File: config.mk
export PLATFORM = sky130hd
export DESIGN_NAME = packer_k_to_n_stream
export DESIGN_NICKNAME = d
export VERILOG_FILES = /design/src/rtl/packer_k_to_n_stream.sv
export SDC_FILE = /design/constraint.sdc
export NUM_CORES = 1
export LEC_CHECK = 0
export BUFFER_PORTS_ARGS = -buffer_cell sky130_fd_sc_hd__buf_2
export CORE_ASPECT_RATIO = 1.2
export CORE_MARGIN = 5
export CORE_UTILIZATION = 50
export CTS_BUF_LIST = sky130_fd_sc_hd__clkbuf_8
export DETAILED_ROUTE_END_ITERATION = 6
export HOLD_SLACK_MARGIN = 0.12
export PLACE_DENSITY = 0.72
export SLEW_MARGIN = 10
export SYNTH_ARGS = -nofsm -noshare
export SYNTH_HDL_FRONTEND = slang
export SYNTH_SLANG_ARGS = --single-unit
File: constraint.sdc
create_clock -name clk -period 2.6 [get_ports clk]
set_input_delay 0.26 -clock clk [delete_from_list [all_inputs] [get_ports clk]]
set_output_delay 0.26 -clock clk [all_outputs]
set_load 0.01 [all_outputs]
File: src/rtl/packer_k_to_n_stream.sv
// packer_k_to_n_stream: gathers FACTOR narrow words into one wide word.
// Optional timeout flush of partial packets: define PACKER_TIMEOUT_FLUSH_EN.
module packer_k_to_n_stream #(
    parameter int FACTOR    = 4,
    parameter int IN_WIDTH  = 8,
    parameter int LSB_FIRST = 1,
    parameter int TIMEOUT   = 16
) (
    input  logic                         clk,
    input  logic                         rstn,
    input  logic                         in_valid,
    output logic                         in_ready,
    input  logic [IN_WIDTH-1:0]          in_data,
    input  logic                         in_last,
    output logic                         out_valid,
    input  logic                         out_ready,
    output logic [FACTOR*IN_WIDTH-1:0]   out_data,
    output logic [FACTOR-1:0]            out_keep,
    output logic                         out_last,
    output logic                         out_flushed
);

    localparam int W  = FACTOR * IN_WIDTH;
    localparam int CW = $clog2(FACTOR) + 1;

    if (FACTOR < 1 || FACTOR > 64) begin : g_bad_factor
        $error("packer_k_to_n_stream: FACTOR out of range");
    end
    if (TIMEOUT < 1 || TIMEOUT > 65535) begin : g_bad_timeout
        $error("packer_k_to_n_stream: TIMEOUT out of range");
    end

    logic [CW-1:0]     cnt;
    logic [CW-1:0]     lane;
    logic [W-1:0]      acc;
    logic [W-1:0]      acc_nxt;
    logic [FACTOR-1:0] acc_keep;
    logic [FACTOR-1:0] keep_nxt;
    logic              accept;
    logic              xfer;
    logic              complete;
    logic              flush;

    assign in_ready = ~out_valid | out_ready;
    assign accept   = in_valid & in_ready;
    assign xfer     = out_valid & out_ready;
    assign complete = accept & ((cnt == CW'(FACTOR - 1)) | in_last);
    assign lane     = (LSB_FIRST != 0) ? cnt : CW'(FACTOR - 1) - cnt;

    // Merge the incoming word into its lane of the accumulator.
    always_comb begin
        acc_nxt  = acc;
        keep_nxt = acc_keep;
        for (int k = 0; k < FACTOR; k++) begin
            if (lane == CW'(k)) begin
                acc_nxt[k*IN_WIDTH +: IN_WIDTH] = in_data;
                keep_nxt[k]                     = 1'b1;
            end
        end
    end

`ifdef PACKER_TIMEOUT_FLUSH_EN
    logic [15:0] idle_cnt;
    logic        flushed_q;

    assign flush = (cnt != '0) & ~accept & in_ready
                 & (idle_cnt == 16'(TIMEOUT));
    assign out_flushed = flushed_q;

    // Count idle cycles while a partial packet waits; saturate at the limit.
    always_ff @(posedge clk or negedge rstn) begin
        if (!rstn) begin
            idle_cnt <= '0;
        end else if (accept || cnt == '0 || flush) begin
            idle_cnt <= '0;
        end else if (idle_cnt != 16'(TIMEOUT)) begin
            idle_cnt <= idle_cnt + 16'd1;
        end
    end

    // Mark output words that came from a timeout rather than a real beat.
    always_ff @(posedge clk or negedge rstn) begin
        if (!rstn) begin
            flushed_q <= 1'b0;
        end else if (complete) begin
            flushed_q <= 1'b0;
        end else if (flush) begin
            flushed_q <= 1'b1;
        end
    end
`else
    assign flush       = 1'b0;
    assign out_flushed = 1'b0;
`endif

    // Output register: load on completion or flush, drop valid on transfer.
    always_ff @(posedge clk or negedge rstn) begin
        if (!rstn) begin
            out_valid <= 1'b0;
            out_data  <= '0;
            out_keep  <= '0;
            out_last  <= 1'b0;
        end else if (complete) begin
            out_valid <= 1'b1;
            out_data  <= acc_nxt;
            out_keep  <= keep_nxt;
            out_last  <= in_last;
        end else if (flush) begin
            out_valid <= 1'b1;
            out_data  <= acc;
            out_keep  <= acc_keep;
            out_last  <= 1'b0;
        end else if (xfer) begin
            out_valid <= 1'b0;
        end
    end

    // Accumulator and lane counter; cleared whenever a word is handed off.
    always_ff @(posedge clk or negedge rstn) begin
        if (!rstn) begin
            cnt      <= '0;
            acc      <= '0;
            acc_keep <= '0;
        end else if (complete || flush) begin
            cnt      <= '0;
            acc      <= '0;
            acc_keep <= '0;
        end else if (accept) begin
            cnt      <= cnt + CW'(1);
            acc      <= acc_nxt;
            acc_keep <= keep_nxt;
        end
    end

endmodule

# == Word level (Yosys, flattened, before mapping) ==
# Index checks and enable logic that the tools add are counted.
# op_classes
bitwise,6
mux,16
n_eq_ne,3
n_reduce_logical,3
addsub,1
# op_table
operator,n
32-bit two-way mux,2
8-bit two-way mux,4
4-bit two-way mux,2
3-bit by 2-bit == test with 1-bit output (second input constant),2
1-bit two-way mux,6
3-bit two-way mux,2
2-bit nonzero test,2
3-bit by 1-bit adder with 3-bit output (second input constant),1
1-bit bitwise AND,3
3-bit by 1-bit == test with 1-bit output (second input constant),1
3-bit logical NOT,1
1-bit bitwise OR,2
1-bit NOT,1
# totals
word_cells,36
regBits,77

# == Longest topological paths before layout ==
# Gate-level depths: netlist of run 1.
# logic_depth
word_depth,5
mapped_depth,8
mapped_depth_nobuf,5

# == Worst setup path after synthesis of run 1 ==
# Ideal clock, no wire load.
# synth_path
path_kind,reg2reg
startpoint,register cnt[0]
endpoint,register acc[16]
n_path_buf,2
synth_period_minus_slack_ps,1838
path_slack_ps,762
setup_ps,66
arrival_time_ps,1771
stages_incl_launch_ff,8
path_cell_list,dfrtp_1 ha_1 ha_1 buf_2 nor2_1 and4_1 clkbuf_1 a22o_1
# synth_via
elab_chain_cells,4
# synth_rtl
item,line_no,text
start: declaration,33,logic [CW-1:0] cnt;
start signal: assignment,129,cnt <= cnt + CW'(1);
3-bit by 2-bit == test with 1-bit output (on tied branches),"55, 47",
8-bit two-way mux / 1-bit bitwise OR (equally long branches),"55, 47",
32-bit two-way mux / 1-bit bitwise AND (equally long branches),"128, 47",
32-bit two-way mux / 2-bit nonzero test (equally long branches),-,
end signal: assignment,130,acc <= acc_nxt;
end: declaration,35,logic [W-1:0] acc;
# Parallel ways exist; a longest one is shown, timed or not. The select of a mux whose other input is x is not followed.
# A chain may end at the register's enable or synchronous reset.

# == Final worst setup path of run 1 ==
# layout_path
startpoint,register cnt[0]
endpoint,register acc[7]
# layout_via
elab_chain_cells,4
# layout_rtl
item,line_no
3-bit by 2-bit == test with 1-bit output / 3-bit logical NOT (equally long branches),"47, 55"
1-bit bitwise OR / 8-bit two-way mux (equally long branches),"47, 55"
1-bit bitwise AND / 32-bit two-way mux (equally long branches),"47, 128"
32-bit two-way mux / 2-bit nonzero test (equally long branches),-
# Parallel ways exist; a longest one is shown, timed or not. The select of a mux whose other input is x is not followed.

==> impl_metrics.env, run 1 <==
export IMPL_nets=365
export IMPL_placed_cells_incl_taps=420
export IMPL_final_hold_worst_slack_ps=182.3
export IMPL_yosysTopAreaCell="sky130_fd_sc_hd__dfrtp_1"
export IMPL_detailedPlacementHpwl_mm=5.212
export IMPL_worstPathMaxFanout=16
export IMPL_leakage_nw=1.781
export IMPL_fp_dieArea_um2=8490
export IMPL_min_delay_path_class="in2reg"
export IMPL_final_antenna_net_count=0
export IMPL_antenna_cells=0
export IMPL_timing_max_cap_violations=0
export IMPL_ir_worst_vdd_mv=0.3855
export IMPL_ys_warnings_count=0
export IMPL_die_y_um=99.94
export IMPL_row_count=32
export IMPL_drc=0
export IMPL_synthCells=300
export IMPL_drt_iter0_drc=168
export IMPL_post_synth_edffs=0
export IMPL_most_frequent_cell_on_the_critical_path="sky130_fd_sc_hd__ha_1"
export IMPL_synth_area_per_cell_um2=11.24
export IMPL_path_clk_slew_ps=80
export IMPL_coreArea_um2=6486
export IMPL_fmax_ghz=0.4743
export IMPL_final_hold_viol_count=0
export IMPL_vias_per_cell=5.808
export IMPL_number_of_standard_cells_in_the_final_layout_excluding_fillers=437
export IMPL_cp_arrival_ps=2400
export IMPL_fin_area_um2=3897
export IMPL_worst_ep_required_time_ps=2890
export IMPL_top_family_by_delay_on_critical_path="simple AND/OR/NAND/NOR gates"
export IMPL_cts_sinks=77
export IMPL_postPlaceCellArea_um2=3696
export IMPL_globalplace_congestion=0.8133
export IMPL_worst_pin_slew_ps=941.2
export IMPL_grt_max_degree=78
export IMPL_io_pin_count=53
export IMPL_antenna_violations_before_repair=0
export IMPL_pre_cts_ws_ps=517.2
export IMPL_synth_area_top_cells="sky130_fd_sc_hd__dfrtp_1 (57%), sky130_fd_sc_hd__a31oi_1 (9.3%), sky130_fd_sc_hd__a22o_1 (6.5%), sky130_fd_sc_hd__nand2_1 (3.7%), sky130_fd_sc_hd__mux2i_1 (3.6%)"
export IMPL_fillcell_total=583
export IMPL_timing_critical_path_slowest_cell_delay_ps=490
export IMPL_synth_cell_area_um2=3371
export IMPL_first_pass_iters=4
export IMPL_overflow=0
export IMPL_clock_latency_of_the_later_clocked_register_in_the_worst_skew_pair_ps=350
export IMPL_synthTopCellsByCount="sky130_fd_sc_hd__dfrtp_1 (77), sky130_fd_sc_hd__a31oi_1 (50), sky130_fd_sc_hd__nand2_1 (33)"
export IMPL_cts_buffers_inserted=9
export IMPL_finalCritPeriodShare=0.8110
export IMPL_synth_top_area_share=0.5716
export IMPL_ys_async_sr_fraction=1.000
export IMPL_first_pass_grt_wire_length_mm=13.33
export IMPL_seq_area_frac_synth=0.5716
export IMPL_ys_seq_elements=77
export IMPL_clk_path_buf_depth=2
export IMPL_timing_slew_headroom=0.3725
export IMPL_yosys_most_used_dff="sky130_fd_sc_hd__dfrtp_1"
export IMPL_post_synth_top_count_cell="sky130_fd_sc_hd__dfrtp_1"
export IMPL_sequential_cell_area_um2=1927
export IMPL_run_status="finished, final reports clean"
export IMPL_floorplan_die_width_um=84.95
export IMPL_multiInputGateArea_um2=1311
export IMPL_tns_ps=0
export IMPL_skew_ps=9.440
export IMPL_syn_to_final_growth_pct=15.63
export IMPL_drive_gt1_frac=0.2642
export IMPL_first_global_vias=2606
export IMPL_crit_path_capture_type="register"
export IMPL_critical_path_slowest_cell="sky130_fd_sc_hd__nor4_4"
export IMPL_rsz0062_at_grt="false"
export IMPL_syn_nets=318
export IMPL_crit_chain="ha_1, ha_1, or2_2, nor4_4, a22o_1"
export IMPL_final_setup_viol_count=0
export IMPL_synthDistinctLibCells=30
export IMPL_slew_viol_final=0
export IMPL_worst_slack_ps=491.5
export IMPL_tritoncts="yes"
export IMPL_initial_utilization=0.5197
export IMPL_buffer_ports_inserted=51
export IMPL_cts_resized=0
export IMPL_critical_path_buf_inv_count=0
export IMPL_clockRootBuffer="sky130_fd_sc_hd__clkbuf_8"
export IMPL_gr_usage_all_layers=0.1970
export IMPL_setup_worst_path_class="reg2reg"
export IMPL_power_per_cell_area_nw_per_um2=884.1
export IMPL_cts_htree_levels=3
export IMPL_vias=2538
export IMPL_totalWireLength_mm=7.843
export IMPL_fin_crit_ps=2109
export IMPL_wire_per_inst_um=17.95
export IMPL_worst_setup_path_start_kind="register"
## final timing paths
check                      cells after the start           startpoint  slack [ps]                      end
setup / recovery                               5   cnt[0]$_DFFE_PN0P_         490       acc[7]$_DFFE_PN0P_
hold / removal                                 2              in_last         180     out_last$_DFFE_PN0P_
setup reg to reg                               5   cnt[0]$_DFFE_PN0P_         490       acc[7]$_DFFE_PN0P_
hold reg to reg                                1  acc[24]$_DFFE_PN0P_         490      acc[24]$_DFFE_PN0P_
max in group asynchronous                      2                 rstn        1400       cnt[1]$_DFFE_PN0P_
min in group asynchronous                      2                 rstn         590  out_data[3]$_DFFE_PN0P_
## final cells by class
cell class              count  share of cell area
repair buffers             62             0.08796
inverters                   5            0.004815
multi-input cells         192              0.3364
clock inverters             7             0.01734
flip-flops and latches     77              0.4944
clock buffers               9             0.03178
well taps                  85             0.02729
## stage by stage
stage / total power (W) / utilization
floorplan: 0.002218 / -
global placement: 0.002577 / 0.5698
detailed placement: 0.002603 / 0.5698
CTS: 0.003478 / 0.6009
global route: 0.003662 / 0.6009
finish: 0.003446 / 0.6009
## layer usage
layer,GRT usage,up-vias,share of wire
li1,-,1194,-
met1,0.2638,1266,0.44
met2,0.3206,67,0.49
met3,0.02545,11,0.044
met4,0.08770,0,0.018
met5,0,-,0
## kinds of logic after synthesis
family | share of synthesized area
fa+ha+maj | 0.01856
simple gates | 0.1017
compound gates | 0.2034
other cells | 0.001113
buf+inv | 0.04120
flops | 0.5716
mux | 0.06236
## cells in the final DEF, fill, tap and decap left out, drive strengths merged
| cell | count |
|---|---|
| a211oi | 1 |
| a21oi | 16 |
| a22o | 25 |
| a31oi | 50 |
| and2 | 9 |
| and4 | 1 |
| buf | 61 |
| bufinv | 1 |
| clkbuf | 9 |
| clkinv | 3 |
| clkinvlp | 2 |
| conb | 1 |
| dfrtp | 77 |
| dlygate4sd3 | 1 |
| ha | 5 |
| inv | 6 |
| mux2 | 8 |
| mux2i | 12 |
| nand2 | 33 |
| nand2b | 2 |
| nand3 | 2 |
| nand4 | 1 |
| nor2 | 9 |
| nor2b | 4 |
| nor3 | 1 |
| nor3b | 1 |
| nor4 | 2 |
| o211ai | 3 |
| o21ai | 4 |
| o41ai | 1 |
| or2 | 1 |
## flip-flops by register name, indices dropped and copies added (netlist names)
register	flops
acc	32
acc_keep	4
cnt	3
out_data	32
out_keep	4
out_last	1
out_valid	1
## what timing repair did
| action | CTS | global route |
|---|---|---|
| hold endpoints to repair | 77 | 0 |
| hold buffers | 1 | 0 |
| buffers inserted | 0 | 0 |
## where the power goes
part           internal [W]  switching, W
Clock              0.000438      0.000436
Sequential          0.00146      0.000143
Combinational      0.000406      0.000565
Total               0.00230       0.00114
(Power assumes the default switching activity.)
==> run 2, diff against run 1 <==
--- a/config.mk
+++ b/config.mk
@@ -12,7 +12,7 @@
 export CTS_BUF_LIST = sky130_fd_sc_hd__clkbuf_8
 export DETAILED_ROUTE_END_ITERATION = 6
 export HOLD_SLACK_MARGIN = 0.12
-export PLACE_DENSITY = 0.72
+export PLACE_DENSITY = 0.75
 export SLEW_MARGIN = 10
 export SYNTH_ARGS = -nofsm -noshare
 export SYNTH_HDL_FRONTEND = slang
==> constraint.sdc (replaced) <==
create_clock -name clk -period 1.7 [get_ports clk]
set_input_delay 0.17 -clock clk [delete_from_list [all_inputs] [get_ports clk]]
set_output_delay 0.17 -clock clk [all_outputs]
set_load 0.01 [all_outputs]
==> run 2 against run 1 <==
Net effect:
- critical endpoint is now out_data[22]$_DFFE_PN0P_
- the flow now finishes with violations (setup timing)
- setup slack lost 520 ps
- first-iteration DRC count increased by 7.7%
- largest power group unchanged
- maximum frequency grew 22%
- die area unchanged
- critical path type unchanged
- sequential share of layout area down 5.1 points
- critical path depth increased by 2
- non-clock buffer count up 30
- sequential cell count is the same
- power rose by 71%
==> impl_metrics.env, run 2 (same netlist as run 1, synthesis figures left out) <==
export IMPL_run_status="finished with violations"
export IMPL_violations="setup timing"
export IMPL_drc=0
export IMPL_first_pass_grt_wire_length_mm=14.03
export IMPL_worst_pin_slew_ps=589.2
export IMPL_met2WireLength_mm=4.351
export IMPL_antenna_cells=0
export IMPL_syn_to_final_growth_pct=28.99
export IMPL_leakage_nw=2.011
export IMPL_ir_worst_vdd_mv=0.6527
export IMPL_path_clk_slew_ps=80
export IMPL_cts_htree_levels=3
export IMPL_buffer_ports_inserted=51
export IMPL_clockRootBuffer="sky130_fd_sc_hd__clkbuf_8"
export IMPL_skew_ps=7.287
export IMPL_coreArea_um2=6486
export IMPL_fmax_ghz=0.5785
export IMPL_cts_buffers_inserted=9
export IMPL_cp_arrival_ps=1970
export IMPL_worstPathMaxFanout=5
export IMPL_initial_utilization=0.5197
export IMPL_tritoncts="yes"
export IMPL_first_pass_iters=4
export IMPL_timing_max_cap_violations=0
export IMPL_worst_ep_required_time_ps=1940
export IMPL_nets=396
export IMPL_totalWireLength_mm=8.585
export IMPL_mostFrequentLayoutCell="sky130_fd_sc_hd__dfrtp_1"
export IMPL_drive_gt1_frac=0.3499
export IMPL_cts_sinks=77
export IMPL_met3RoutedLength_um=385
export IMPL_final_antenna_net_count=0
export IMPL_min_delay_path_class="in2reg"
export IMPL_row_count=32
export IMPL_fin_crit_ps=1729
export IMPL_die_y_um=99.94
export IMPL_placed_cells_incl_taps=444
export IMPL_worst_slack_ps=-28.73
export IMPL_largestRegisters="acc (32), out_data (32)"
export IMPL_timing_slew_headroom=0.6072
export IMPL_final_setup_viol_count=6
export IMPL_fp_dieArea_um2=8490
export IMPL_drt_iter0_drc=181
export IMPL_route_layer_met1_wl_mm=3.660
export IMPL_floorplan_die_width_um=84.95
export IMPL_final_hold_viol_count=0
export IMPL_detailedPlacementHpwl_mm=5.645
export IMPL_first_global_vias=2696
export IMPL_final_cell_mix="sky130_fd_sc_hd__dfrtp_1 (77), sky130_fd_sc_hd__a31oi_1 (50), sky130_fd_sc_hd__buf_2 (50)"
export IMPL_antenna_violations_before_repair=0
export IMPL_clk_path_buf_depth=2
export IMPL_number_of_standard_cells_in_the_final_layout_excluding_fillers=468
export IMPL_rsz0062_at_grt="true"
export IMPL_total_power_consumption_of_the_routed_design_w=0.005894
export IMPL_wire_per_inst_um=18.34
export IMPL_pre_cts_ws_ps=-88.02
export IMPL_slew_viol_final=0
export IMPL_crit_path_capture_type="register"
export IMPL_topRoutingLayerUsed="met4"
export IMPL_overflow=0
export IMPL_clock_latency_of_the_later_clocked_register_in_the_worst_skew_pair_ps=350
export IMPL_vias=2753
export IMPL_finalCritPeriodShare=1.017
export IMPL_power_per_cell_area_nw_per_um2=1356
export IMPL_globalplace_congestion=0.8153
export IMPL_setup_worst_path_class="reg2reg"
export IMPL_vias_per_cell=5.882
export IMPL_grt_max_degree=45
export IMPL_gr_usage_all_layers=0.2104
export IMPL_io_pin_count=53
export IMPL_worst_setup_path_start_kind="register"
==> run 2: metrics by stage <==
stage / area, um2 / hold slack, ps / TNS [ps] / util
6_report: 4348 / 139.1 / -101.5 / 0.6703
5_1_grt: 4348 / 134.2 / -500.5 / 0.6703
4_1_cts: 4295 / 125.3 / -4.357 / 0.6622
3_5_place_dp: 3950 / 204.9 / -1665 / 0.6090
3_3_place_gp: 3950 / 196.6 / -149.5 / 0.6090
2_1_floorplan: 3425 / -125.6 / 0 / -
==> run 2: worst paths after layout <==
check                               startpoint                  endpoint  slack, ps  cells after the start
setup / recovery            cnt[0]$_DFFE_PN0P_  out_data[22]$_DFFE_PN0P_        -30                      7
hold / removal                      in_data[1]   out_data[9]$_DFFE_PN0P_        140                      3
setup reg to reg            cnt[0]$_DFFE_PN0P_  out_data[22]$_DFFE_PN0P_        -30                      7
hold reg to reg            acc[25]$_DFFE_PN0P_       acc[25]$_DFFE_PN0P_        490                      1
max in group asynchronous                 rstn       acc[31]$_DFFE_PN0P_        740                      3
min in group asynchronous                 rstn        cnt[1]$_DFFE_PN0P_        360                      2
==> run 2: critical path: stages, from the launching register on <==
cell and delay (ps):
sky130_fd_sc_hd__dfrtp_1 400, sky130_fd_sc_hd__ha_2 200, sky130_fd_sc_hd__ha_4 150, sky130_fd_sc_hd__buf_6 100, sky130_fd_sc_hd__nor2_4 40, sky130_fd_sc_hd__nor3_4 250, sky130_fd_sc_hd__buf_12 160, sky130_fd_sc_hd__mux2_2 320
==> run 2: report_power, final <==
part           leakage [nW]  internal (W)  total, W  switching, W
Sequential            0.980       0.00223   0.00245      0.000222
Combinational         0.908      0.000835   0.00179      0.000959
Clock                 0.123      0.000970   0.00165      0.000679
Total                  2.01       0.00403   0.00589       0.00186
==> run 2: per-layer routing <==
| layer | up-vias | track usage |
|---|---|---|
| met5 | - | 0 |
| met4 | 0 | 0.09257 |
| met3 | 19 | 0.04105 |
| met2 | 86 | 0.3409 |
| met1 | 1391 | 0.2748 |
| li1 | 1257 | - |
==> run 2: what timing repair did <==
item / in CTS / in global routing
endpoints found under the hold margin: 40 / 0
gates cloned: 2 / 0
resized for setup: 9 / 9
pin swaps: 7 / 3
setup endpoints to repair: 62 / 65
hold buffers: 1 / 0
buffers inserted: 4 / 2
==> run 2: cell type report <==
class | instances | area [um2]
inverters | 5 | 18.77
clock buffers | 9 | 123.9
clock inverters | 7 | 113.9
flip-flops and latches | 77 | 1927
repair buffers | 92 | 645.6
well taps | 85 | 106.4
fillers | 476 | 2138
multi-input cells | 193 | 1413
